`src/rtl/sha_seq_if.sv`:
```
// ----------------------------------------------------------------------------
// sha_seq_if
//   Bundles the signals between the SHA A/B test sequencer, the test trigger
//   logic and the two SHA engines.
//
//   Trigger side : run_start, num_runs, seed -> busy, run_done
//   Engine side  : msg_word, sha0_start, sha1_start -> sha0/1_done, sha0/1_digest
//   Readout side : pass_cnt, fail_cnt, timeout_cnt, last_lat0, last_lat1
//
//   slave  : the sequencer's view (drives msg_word, starts, status, tallies)
//   master : the environment's view (trigger logic plus both engines)
// ----------------------------------------------------------------------------
interface sha_seq_if #(
  parameter int CNT_W = 16
);
  logic             run_start;
  logic [15:0]      num_runs;
  logic [31:0]      seed;
  logic [31:0]      msg_word;
  logic             sha0_start;
  logic             sha1_start;
  logic             sha0_done;
  logic [255:0]     sha0_digest;
  logic             sha1_done;
  logic [255:0]     sha1_digest;
  logic             busy;
  logic             run_done;
  logic [CNT_W-1:0] pass_cnt;
  logic [CNT_W-1:0] fail_cnt;
  logic [CNT_W-1:0] timeout_cnt;
  logic [CNT_W-1:0] last_lat0;
  logic [CNT_W-1:0] last_lat1;

  modport slave (
    input  run_start, num_runs, seed,
    input  sha0_done, sha0_digest, sha1_done, sha1_digest,
    output msg_word, sha0_start, sha1_start, busy, run_done,
    output pass_cnt, fail_cnt, timeout_cnt, last_lat0, last_lat1
  );

  modport master (
    output run_start, num_runs, seed,
    output sha0_done, sha0_digest, sha1_done, sha1_digest,
    input  msg_word, sha0_start, sha1_start, busy, run_done,
    input  pass_cnt, fail_cnt, timeout_cnt, last_lat0, last_lat1
  );
endinterface

```
`src/rtl/sha_test_sequencer.sv`:
```
// ----------------------------------------------------------------------------
// sha_test_sequencer
//   Runs a batch of SHA256 A/B comparisons: launches both engines on the same
//   message word, waits for both digests (with a timeout), compares them,
//   records per-engine latency and keeps saturating pass/fail/timeout tallies.
//
//   Ports:
//     clk  - clock
//     rst  - synchronous active-high reset; aborts any batch in progress
//     bus  - sha_seq_if.slave (trigger inputs, engine handshakes, tallies)
// ----------------------------------------------------------------------------
module sha_test_sequencer #(
  parameter int TIMEOUT_CYCLES = 4096,
  parameter int GAP_CYCLES     = 16,
  parameter int CNT_W          = 16
) (
  input  logic       clk,
  input  logic       rst,
  sha_seq_if.slave   bus
);

  localparam int WAIT_W = (TIMEOUT_CYCLES > 2) ? $clog2(TIMEOUT_CYCLES) : 1;
  localparam int GAP_W  = (GAP_CYCLES > 2) ? $clog2(GAP_CYCLES) : 1;

  typedef enum logic [2:0] {
    S_IDLE, S_LAUNCH, S_WAIT, S_COMPARE, S_GAP, S_DONE
  } state_e;

  state_e state_q, state_d;

  logic [31:0]      msg_q, msg_d;
  logic [15:0]      num_runs_q, num_runs_d;
  logic [15:0]      run_idx_q, run_idx_d;
  logic             flag0_q, flag0_d, flag1_q, flag1_d;
  logic [255:0]     dig0_q, dig0_d, dig1_q, dig1_d;
  logic [CNT_W-1:0] lat0_q, lat0_d, lat1_q, lat1_d;
  logic [CNT_W-1:0] last_lat0_q, last_lat0_d, last_lat1_q, last_lat1_d;
  logic [CNT_W-1:0] pass_q, pass_d, fail_q, fail_d, tout_q, tout_d;
  logic [WAIT_W-1:0] wait_q, wait_d;
  logic [GAP_W-1:0]  gap_q, gap_d;
  logic             zero_done_q, zero_done_d;

  function automatic logic [CNT_W-1:0] sat_inc(input logic [CNT_W-1:0] v);
    return (&v) ? v : v + CNT_W'(1);
  endfunction

  logic start_ok, both_got, wait_last, gap_last, last_run;

  always_comb begin
    start_ok  = bus.run_start && (state_q == S_IDLE);
    // A strobe arriving this cycle counts as "done" for the exit decision.
    both_got  = (flag0_q | bus.sha0_done) & (flag1_q | bus.sha1_done);
    wait_last = (wait_q == WAIT_W'(TIMEOUT_CYCLES - 1));
    gap_last  = (gap_q == GAP_W'(GAP_CYCLES - 1));
    last_run  = ((run_idx_q + 16'd1) == num_runs_q);
  end

  // State register
  always_ff @(posedge clk) begin
    if (rst) state_q <= S_IDLE;
    else     state_q <= state_d;
  end

  // Next-state logic
  always_comb begin
    state_d = state_q;
    case (state_q)
      S_IDLE:    if (start_ok && (bus.num_runs != 16'd0)) state_d = S_LAUNCH;
      S_LAUNCH:  state_d = S_WAIT;
      S_WAIT:    if (both_got) state_d = S_COMPARE;
                 else if (wait_last) state_d = S_GAP;
      S_COMPARE: state_d = S_GAP;
      S_GAP:     if (gap_last) state_d = last_run ? S_DONE : S_LAUNCH;
      S_DONE:    state_d = S_IDLE;
      default:   state_d = S_IDLE;
    endcase
  end

  // Outputs (Moore, plus the zero-run acknowledge pulse)
  always_comb begin
    bus.sha0_start = (state_q == S_LAUNCH);
    bus.sha1_start = (state_q == S_LAUNCH);
    bus.busy       = (state_q == S_LAUNCH) || (state_q == S_WAIT) ||
                     (state_q == S_COMPARE) || (state_q == S_GAP);
    bus.run_done   = (state_q == S_DONE) || zero_done_q;
    bus.msg_word    = msg_q;
    bus.pass_cnt    = pass_q;
    bus.fail_cnt    = fail_q;
    bus.timeout_cnt = tout_q;
    bus.last_lat0   = last_lat0_q;
    bus.last_lat1   = last_lat1_q;
  end

  // Datapath next-state
  always_comb begin
    msg_d       = msg_q;
    num_runs_d  = num_runs_q;
    run_idx_d   = run_idx_q;
    flag0_d     = flag0_q;
    flag1_d     = flag1_q;
    dig0_d      = dig0_q;
    dig1_d      = dig1_q;
    lat0_d      = lat0_q;
    lat1_d      = lat1_q;
    last_lat0_d = last_lat0_q;
    last_lat1_d = last_lat1_q;
    pass_d      = pass_q;
    fail_d      = fail_q;
    tout_d      = tout_q;
    wait_d      = wait_q;
    gap_d       = '0;
    zero_done_d = 1'b0;
    case (state_q)
      S_IDLE: begin
        if (start_ok) begin
          pass_d = '0;
          fail_d = '0;
          tout_d = '0;
          if (bus.num_runs != 16'd0) begin
            msg_d       = bus.seed;
            num_runs_d  = bus.num_runs;
            run_idx_d   = '0;
            last_lat0_d = '0;
            last_lat1_d = '0;
          end else begin
            zero_done_d = 1'b1;
          end
        end
      end
      S_LAUNCH: begin
        lat0_d  = '0;
        lat1_d  = '0;
        flag0_d = 1'b0;
        flag1_d = 1'b0;
        wait_d  = '0;
      end
      S_WAIT: begin
        wait_d = wait_q + WAIT_W'(1);
        // Latency includes the cycle the strobe arrives in.
        if (!flag0_q) lat0_d = sat_inc(lat0_q);
        if (!flag1_q) lat1_d = sat_inc(lat1_q);
        if (bus.sha0_done && !flag0_q) begin
          flag0_d = 1'b1;
          dig0_d  = bus.sha0_digest;
        end
        if (bus.sha1_done && !flag1_q) begin
          flag1_d = 1'b1;
          dig1_d  = bus.sha1_digest;
        end
        if (!both_got && wait_last) tout_d = sat_inc(tout_q);
      end
      S_COMPARE: begin
        if (dig0_q == dig1_q) pass_d = sat_inc(pass_q);
        else                  fail_d = sat_inc(fail_q);
        last_lat0_d = lat0_q;
        last_lat1_d = lat1_q;
      end
      S_GAP: begin
        if (gap_last) begin
          msg_d     = msg_q + 32'd1;
          run_idx_d = run_idx_q + 16'd1;
        end else begin
          gap_d = gap_q + GAP_W'(1);
        end
      end
      default: ;
    endcase
  end

  always_ff @(posedge clk) begin
    if (rst) begin
      msg_q       <= '0;
      num_runs_q  <= '0;
      run_idx_q   <= '0;
      flag0_q     <= 1'b0;
      flag1_q     <= 1'b0;
      dig0_q      <= '0;
      dig1_q      <= '0;
      lat0_q      <= '0;
      lat1_q      <= '0;
      last_lat0_q <= '0;
      last_lat1_q <= '0;
      pass_q      <= '0;
      fail_q      <= '0;
      tout_q      <= '0;
      wait_q      <= '0;
      gap_q       <= '0;
      zero_done_q <= 1'b0;
    end else begin
      msg_q       <= msg_d;
      num_runs_q  <= num_runs_d;
      run_idx_q   <= run_idx_d;
      flag0_q     <= flag0_d;
      flag1_q     <= flag1_d;
      dig0_q      <= dig0_d;
      dig1_q      <= dig1_d;
      lat0_q      <= lat0_d;
      lat1_q      <= lat1_d;
      last_lat0_q <= last_lat0_d;
      last_lat1_q <= last_lat1_d;
      pass_q      <= pass_d;
      fail_q      <= fail_d;
      tout_q      <= tout_d;
      wait_q      <= wait_d;
      gap_q       <= gap_d;
      zero_done_q <= zero_done_d;
    end
  end

endmodule

```
`src/flat_wrapper.sv`:
```
// flat-port wrapper written by rule: the top's interface ports become plain ports
module sha_test_sequencer_flat 
#(
  parameter int TIMEOUT_CYCLES = 4096,
  parameter int GAP_CYCLES     = 16,
  parameter int CNT_W          = 16
)
  (clk, rst, bus_run_start, bus_num_runs, bus_seed, bus_sha0_done, bus_sha0_digest, bus_sha1_done, bus_sha1_digest, bus_msg_word, bus_sha0_start, bus_sha1_start, bus_busy, bus_run_done, bus_pass_cnt, bus_fail_cnt, bus_timeout_cnt, bus_last_lat0, bus_last_lat1);
  sha_seq_if #(.CNT_W(CNT_W)) bus_i ();
  input  logic clk;
  input  logic rst;
  input wire logic [$bits(bus_i.run_start)-1:0] bus_run_start;
  input wire logic [$bits(bus_i.num_runs)-1:0] bus_num_runs;
  input wire logic [$bits(bus_i.seed)-1:0] bus_seed;
  input wire logic [$bits(bus_i.sha0_done)-1:0] bus_sha0_done;
  input wire logic [$bits(bus_i.sha0_digest)-1:0] bus_sha0_digest;
  input wire logic [$bits(bus_i.sha1_done)-1:0] bus_sha1_done;
  input wire logic [$bits(bus_i.sha1_digest)-1:0] bus_sha1_digest;
  output wire logic [$bits(bus_i.msg_word)-1:0] bus_msg_word;
  output wire logic [$bits(bus_i.sha0_start)-1:0] bus_sha0_start;
  output wire logic [$bits(bus_i.sha1_start)-1:0] bus_sha1_start;
  output wire logic [$bits(bus_i.busy)-1:0] bus_busy;
  output wire logic [$bits(bus_i.run_done)-1:0] bus_run_done;
  output wire logic [$bits(bus_i.pass_cnt)-1:0] bus_pass_cnt;
  output wire logic [$bits(bus_i.fail_cnt)-1:0] bus_fail_cnt;
  output wire logic [$bits(bus_i.timeout_cnt)-1:0] bus_timeout_cnt;
  output wire logic [$bits(bus_i.last_lat0)-1:0] bus_last_lat0;
  output wire logic [$bits(bus_i.last_lat1)-1:0] bus_last_lat1;
  assign bus_i.run_start = bus_run_start;
  assign bus_i.num_runs = bus_num_runs;
  assign bus_i.seed = bus_seed;
  assign bus_i.sha0_done = bus_sha0_done;
  assign bus_i.sha0_digest = bus_sha0_digest;
  assign bus_i.sha1_done = bus_sha1_done;
  assign bus_i.sha1_digest = bus_sha1_digest;
  assign bus_msg_word = bus_i.msg_word;
  assign bus_sha0_start = bus_i.sha0_start;
  assign bus_sha1_start = bus_i.sha1_start;
  assign bus_busy = bus_i.busy;
  assign bus_run_done = bus_i.run_done;
  assign bus_pass_cnt = bus_i.pass_cnt;
  assign bus_fail_cnt = bus_i.fail_cnt;
  assign bus_timeout_cnt = bus_i.timeout_cnt;
  assign bus_last_lat0 = bus_i.last_lat0;
  assign bus_last_lat1 = bus_i.last_lat1;
  sha_test_sequencer #(.TIMEOUT_CYCLES(TIMEOUT_CYCLES), .GAP_CYCLES(GAP_CYCLES), .CNT_W(CNT_W)) u_core (.clk(clk), .rst(rst), .bus(bus_i));
endmodule
```
`config.mk`:
```
export PLATFORM = sky130hd
export DESIGN_NAME = sha_test_sequencer_flat
export DESIGN_NICKNAME = d
export VERILOG_FILES = /design/src/rtl/sha_seq_if.sv /design/src/rtl/sha_test_sequencer.sv /design/src/flat_wrapper.sv
export SDC_FILE = /design/constraint.sdc
export NUM_CORES = 2
export LEC_CHECK = 0
export ABC_AREA = 1
export BUFFER_PORTS_ARGS = -buffer_cell sky130_fd_sc_hd__buf_2
export CORE_AREA = 4 4 260 262
export CTS_CLUSTER_DIAMETER = 50
export DETAILED_ROUTE_END_ITERATION = 12
export DIE_AREA = 0 0 264 266
export PLACE_DENSITY_LB_ADDON = 0.05
export SYNTH_ARGS = -nofsm -noshare
export SYNTH_HDL_FRONTEND = slang
export SYNTH_SLANG_ARGS = --single-unit
```
`constraint.sdc`:
```
create_clock -name clk -period 2.55 [get_ports clk]
set_input_delay 0.255 -clock clk [delete_from_list [all_inputs] [get_ports clk]]
set_output_delay 0.255 -clock clk [all_outputs]
set_load 0.01 [all_outputs]
```
**Yosys cells after proc, flatten, opt, wreduce, memory -nomap -nowiden**

Index checks and enable logic that the tools add are counted.

- Bits in registers: 710
- Bits of input ports: 565
- Output and inout port bits: 116
- Word-level logic and storage cells: 135

- Add/subtract/negate cells: 9
- Eq/ne operators: 26
- Mux-type cells: 38
- Bitwise logic cells: 6
- Reduce and logical (&&, ||, !) cells: 38

Operators by type and width:

| kind | count |
|---|---|
| 256-bit == test | 1 |
| 16-bit case mux with 2 select lines | 8 |
| 16-bit two-way mux | 14 |
| 16-bit by 1-bit adder with 16-bit output (second input constant) | 6 |
| 32-bit two-way mux | 3 |
| 16-bit AND reduction | 5 |
| 32-bit case mux with 2 select lines | 1 |
| 32-bit by 1-bit adder with 32-bit output (second input constant) | 1 |
| 2-bit != test (second input constant) | 14 |
| 12-bit case mux with 2 select lines | 1 |
| 16-bit == test | 1 |
| 4-bit AND reduction | 4 |
| 16-bit nonzero test | 1 |
| 3-bit two-way mux | 5 |
| 3-bit case mux with 5 select lines | 1 |
| 3-bit AND reduction | 5 |
| 12-bit by 1-bit adder with 12-bit output (second input constant) | 1 |
| 12-bit == test (second input constant) | 1 |
| 2-bit AND reduction | 4 |
| 2-bit nonzero test | 4 |
| 3-bit by 2-bit == test with 1-bit output (second input constant) | 2 |
| 3-bit == test (second input constant) | 2 |
| 3-bit OR reduction | 2 |
| 1-bit logical AND | 5 |
| 13 further kinds | 25 |

**Longest topological paths before layout**

- Word-level depth: 6
- Gate-level depth with buffers: 17
- Mapped depth without buffers: 17

**Least setup slack after synthesis**

No wires, ideal clock.

- Path kind: register to register
- Start: register u_core.msg_q[0] (netlist: u_core.bus.msg_word[0])
- End: register u_core.msg_q[26] (netlist: u_core.bus.msg_word[26])
- Setup time: 0.070 ns
- Data arrival time: 1.838 ns
- Data required time: 2.480 ns
- Setup slack: 0.642 ns
- Stages on the path, launching flop included: 12
- Buffers on the path: 0
- Clock period less this slack: 1.908 ns
- Path through: dfxtp_1 -> ha_1 -> nand2_1 -> nor2_1 -> nand2_1 -> nor2_1 -> nand3_1 -> o31ai_1 -> inv_1 -> o21ai_0 -> o211ai_1 -> a21oi_1

- Word-level cells in the longest chain between the ends: 3

Ends and longest elaborated chain:

| element | RTL line | text |
|---|---|---|
| start, declared | sha_test_sequencer.sv:31 | `logic [31:0] msg_q, msg_d;` |
| start signal, assigned | sha_test_sequencer.sv:190 | `msg_q <= msg_d;` |
| 32-bit by 1-bit adder with 32-bit output | sha_test_sequencer.sv:160 | `msg_d = msg_q + 32'd1;` |
| 32-bit two-way mux | sha_test_sequencer.sv:159 | `if (gap_last) begin` |
| 32-bit case mux with 2 select lines | sha_test_sequencer.sv:113 | `case (state_q)` |

Every way passes these cells. The select of a mux whose other input is x is not followed.
A chain may end at the register's enable or synchronous reset.

**Worst setup path in the final report**

- Start: register u_core.dig0_q[73]
- End: register u_core.fail_q[1] (netlist: u_core.bus.fail_cnt[1])

- Word-level cells in the longest chain between the ends: 3

Ends and longest elaborated chain:

| element | RTL line | text |
|---|---|---|
| start, declared | sha_test_sequencer.sv:35 | `logic [255:0] dig0_q, dig0_d, dig1_q, dig1_d;` |
| start signal, assigned | sha_test_sequencer.sv:195 | `dig0_q <= dig0_d;` |
| 256-bit == test | sha_test_sequencer.sv:153 | `if (dig0_q == dig1_q) pass_d = sat_inc(pass_q);` |
| 2-bit != test (no line) | - |  |
| 4-bit AND reduction (no line) | - |  |
| end signal, assigned | sha_test_sequencer.sv:202 | `fail_q <= fail_d;` |
| end, declared | sha_test_sequencer.sv:38 | `logic [CNT_W-1:0] pass_q, pass_d, fail_q, fail_d, tout_q, tout_d;` |

Every way passes these cells.

==> metrics.txt <==
status=completed; cts bufs inserted=86; DRT antenna net count=0; mapped cell area=0.03165 sq mm; Synth Register Bits=710; min cycle time layout=2414 ps; starting density of the core=0.4840; Sequential Power Share=0.376; # IOs=681; most common cell in the synthesized netlist=nand2_1; Critical Path Source Type=flip-flop; Chip Width=264 um; switching part of the total power=0.3417; Setup TNS=0 ps; synthesized area per cell=7.012 sq um; net load switching power=12.82 mW; fmax=414.2 MHz; vias per inst=5.172; crit end category=flip-flop; Crit Reg-Reg Startpoint=u_core.dig0_q[73]$_SDFFE_PP0P_; post-detail-place hpwl=74690 um; grt ovf=0; Area contributors post-synth=dfxtp_1, nand2_1, o21ai_0; DP Worst Slack=-189.7 ps; Synth area leader=dfxtp_1; Rows=94; vias in the first global route=33773; Post-CTS Setup Inserts=0; first-pass GRT wire length=178000 um; setup violators final=0; Crit path arrival time=2910 ps; Pwr Density=844.8 mW/mm^2; VDD IR max=638.5 uV; Main synth FF type=dfxtp_1; crit path cell chain=inv_1, nand2_1, nand2_1, nor2_1, nand2_1, nor2_1, nand2_1, nor2_1, buf_4, nand2_1, nor2_2, nand2_2, nand2_2, nand2_4, nand2_4, nand2_1, nand2_1, nor2_1; Synth top area share=0.4491; GRT Total Usage=0.3102; clock root cell=clkbuf_16; layout overhead on the synthesized area=40.32%; drt total wl=113600 um; hold endpoint=u_core.dig0_q[22]$_SDFFE_PP0P_; Slew Limit Fails=0; Critical Path RT=3050 ps; post-DR wirelength/cell=17.14 um; # clock sinks=710; Initial DRC Count=2813; Slowest-stage cell, CP=dfxtp_1; CTS tree=built; reg2reg path depth=18; WHS Path Cells=3; WHS=23.88 ps; Syn Nets=5088; Crit Path Class=flip-flop to flip-flop; clock skew=16.87 ps; first-pass iteration count of the detailed router=6; Buffers on Ports=680; EDFF count, synth=0; critical path's largest stage delay=330 ps; Layout Nets=6244; asr flop ratio synth=0; RePlAce Congestion=0.8907; core area=0.06539 sq mm; clock share of power=0.336; Internal Power=24.70 mW; # fillers=5428; Register-to-Register Setup Slack=140 ps; worst skew pair latency=620 ps; Hold Path Class=input pin to flip-flop; DIE AREA=0.07022 sq mm; DRC=0; via count=34292; reg2reg end=u_core.bus.fail_cnt[1]$_SDFFE_PP0P_; Ys Warns=0; Comb power frac=0.288; layout cells sized above 1=0.1693; CP most frequent cell=nand2_1; post-synthesis cell type count=51; setup slack after layout=136.0 ps; Finished Cell Area=0.04441 sq mm; Worst-Margin Slew=898.4 ps; Placed Area=0.03605 sq mm; Die Y=266 um; Max Cap Viol=0; initial antenna violation count=31; crit path max fanout=16; worst-case clock buffer depth=3; Final Hold Viols=0; clk slew on worst S/H paths=60 ps; H-tree level count=3; post-synthesis sequential area ratio=0.4491; largest net degree at the start of global routing=144; Slew HR=0.4010; Post-Synthesis Cells=4514; crit share post-route=0.9467; most frequent cells after synthesis=nand2_1, nor2_1, dfxtp_1; worst hold start=bus_sha0_digest[22]; Leak Pwr=19.83 nW
## cell families (layout without fill, tap and decap cells)
group                    after synthesis  after routing  synth area share
AO/OA/AOI/OAI                       1111           1111            0.1804
XOR/XNOR                             167            167           0.04842
adder cells (fa/ha/maj)                9              9          0.003558
buffers and inverters                662           1885           0.08297
flip-flops                           710            710            0.4491
other                                  0             29                 0
AND/OR/NAND/NOR                     1855           1855            0.2356
## cells in the final DEF (no fill, tap or decap), drive strengths merged, types with 110 or more instances in the layout
cell type and instances:
nand2 871, nand3 110, xor2 148, buf 761, nor2 769, a21oi 458, dlygate4sd3 536, clkbuf 111
dfxtp 710, inv 441, o21ai 601
## worst max-delay path by stage
stage | startpoint | end | slack (ps)
2_1_floorplan | u_core.bus.msg_word[0]$_SDFFE_PP0P_ | u_core.bus.msg_word[26]$_SDFFE_PP0P_ | 640
3_3_place_gp | u_core.dig1_q[239]$_SDFFE_PP0P_ | u_core.bus.fail_cnt[1]$_SDFFE_PP0P_ | -190
3_5_place_dp | u_core.dig1_q[239]$_SDFFE_PP0P_ | u_core.bus.fail_cnt[1]$_SDFFE_PP0P_ | -190
4_1_cts | u_core.dig1_q[239]$_SDFFE_PP0P_ | u_core.bus.fail_cnt[1]$_SDFFE_PP0P_ | 7
5_1_grt | u_core.dig1_q[73]$_SDFFE_PP0P_ | u_core.bus.fail_cnt[5]$_SDFFE_PP0P_ | -0.6
6_report | u_core.dig0_q[73]$_SDFFE_PP0P_ | u_core.bus.fail_cnt[1]$_SDFFE_PP0P_ | 140
## routing by layer
metal  global-route usage  routed length [um]
met5                    0                  89
met1               0.3758               45830
met2               0.5225               53420
met3              0.05845                7300
met4               0.1715                6967
## critical path: cells and delay by family (launching register included)
family	cells	cell delay (ps)
and+or+nand+nor	16	1750
buffers and inverters	2	180
DFF	1	330
## cell type report
cell class	instances	area [sq um]	area share
well taps	864	1081	0.02434
clock buffers	111	2367	0.05330
inverters	433	1650	0.03716
repair buffers	1297	9654	0.2174
diodes	29	72.57	0.001634
multi-input cells	3142	14830	0.3340
flip-flops and latches	710	14210	0.3200
clock inverters	44	541.8	0.01220
## metrics by stage
step,power [mW],instances,utilization
floorplan,20.80,4514,-
global route,39.68,6625,0.6790
detailed placement,24.19,5910,0.5513
CTS,37.45,6601,0.6779
finish,37.52,6630,0.6792
global placement,24.09,5910,0.5513
## power groups by stage
stage,Sequential (mW),Combinational [mW],Clock (mW)
after floorplan,14.1,6.72,0
after global placement,14.2,9.86,0
after detailed placement,14.3,9.93,0
after CTS,14.0,10.7,12.7
after global routing,14.3,12.1,13.3
final,14.1,10.8,12.6
## repair_timing
| action | in CTS | in global routing |
|---|---|---|
| endpoints found under the setup margin | 32 | 33 |
| hold buffers | 536 | 0 |
| hold endpoints to repair | 536 | 0 |
| resized for setup | 2 | 5 |
No activity file was read; power rests on OpenSTA's default activity.
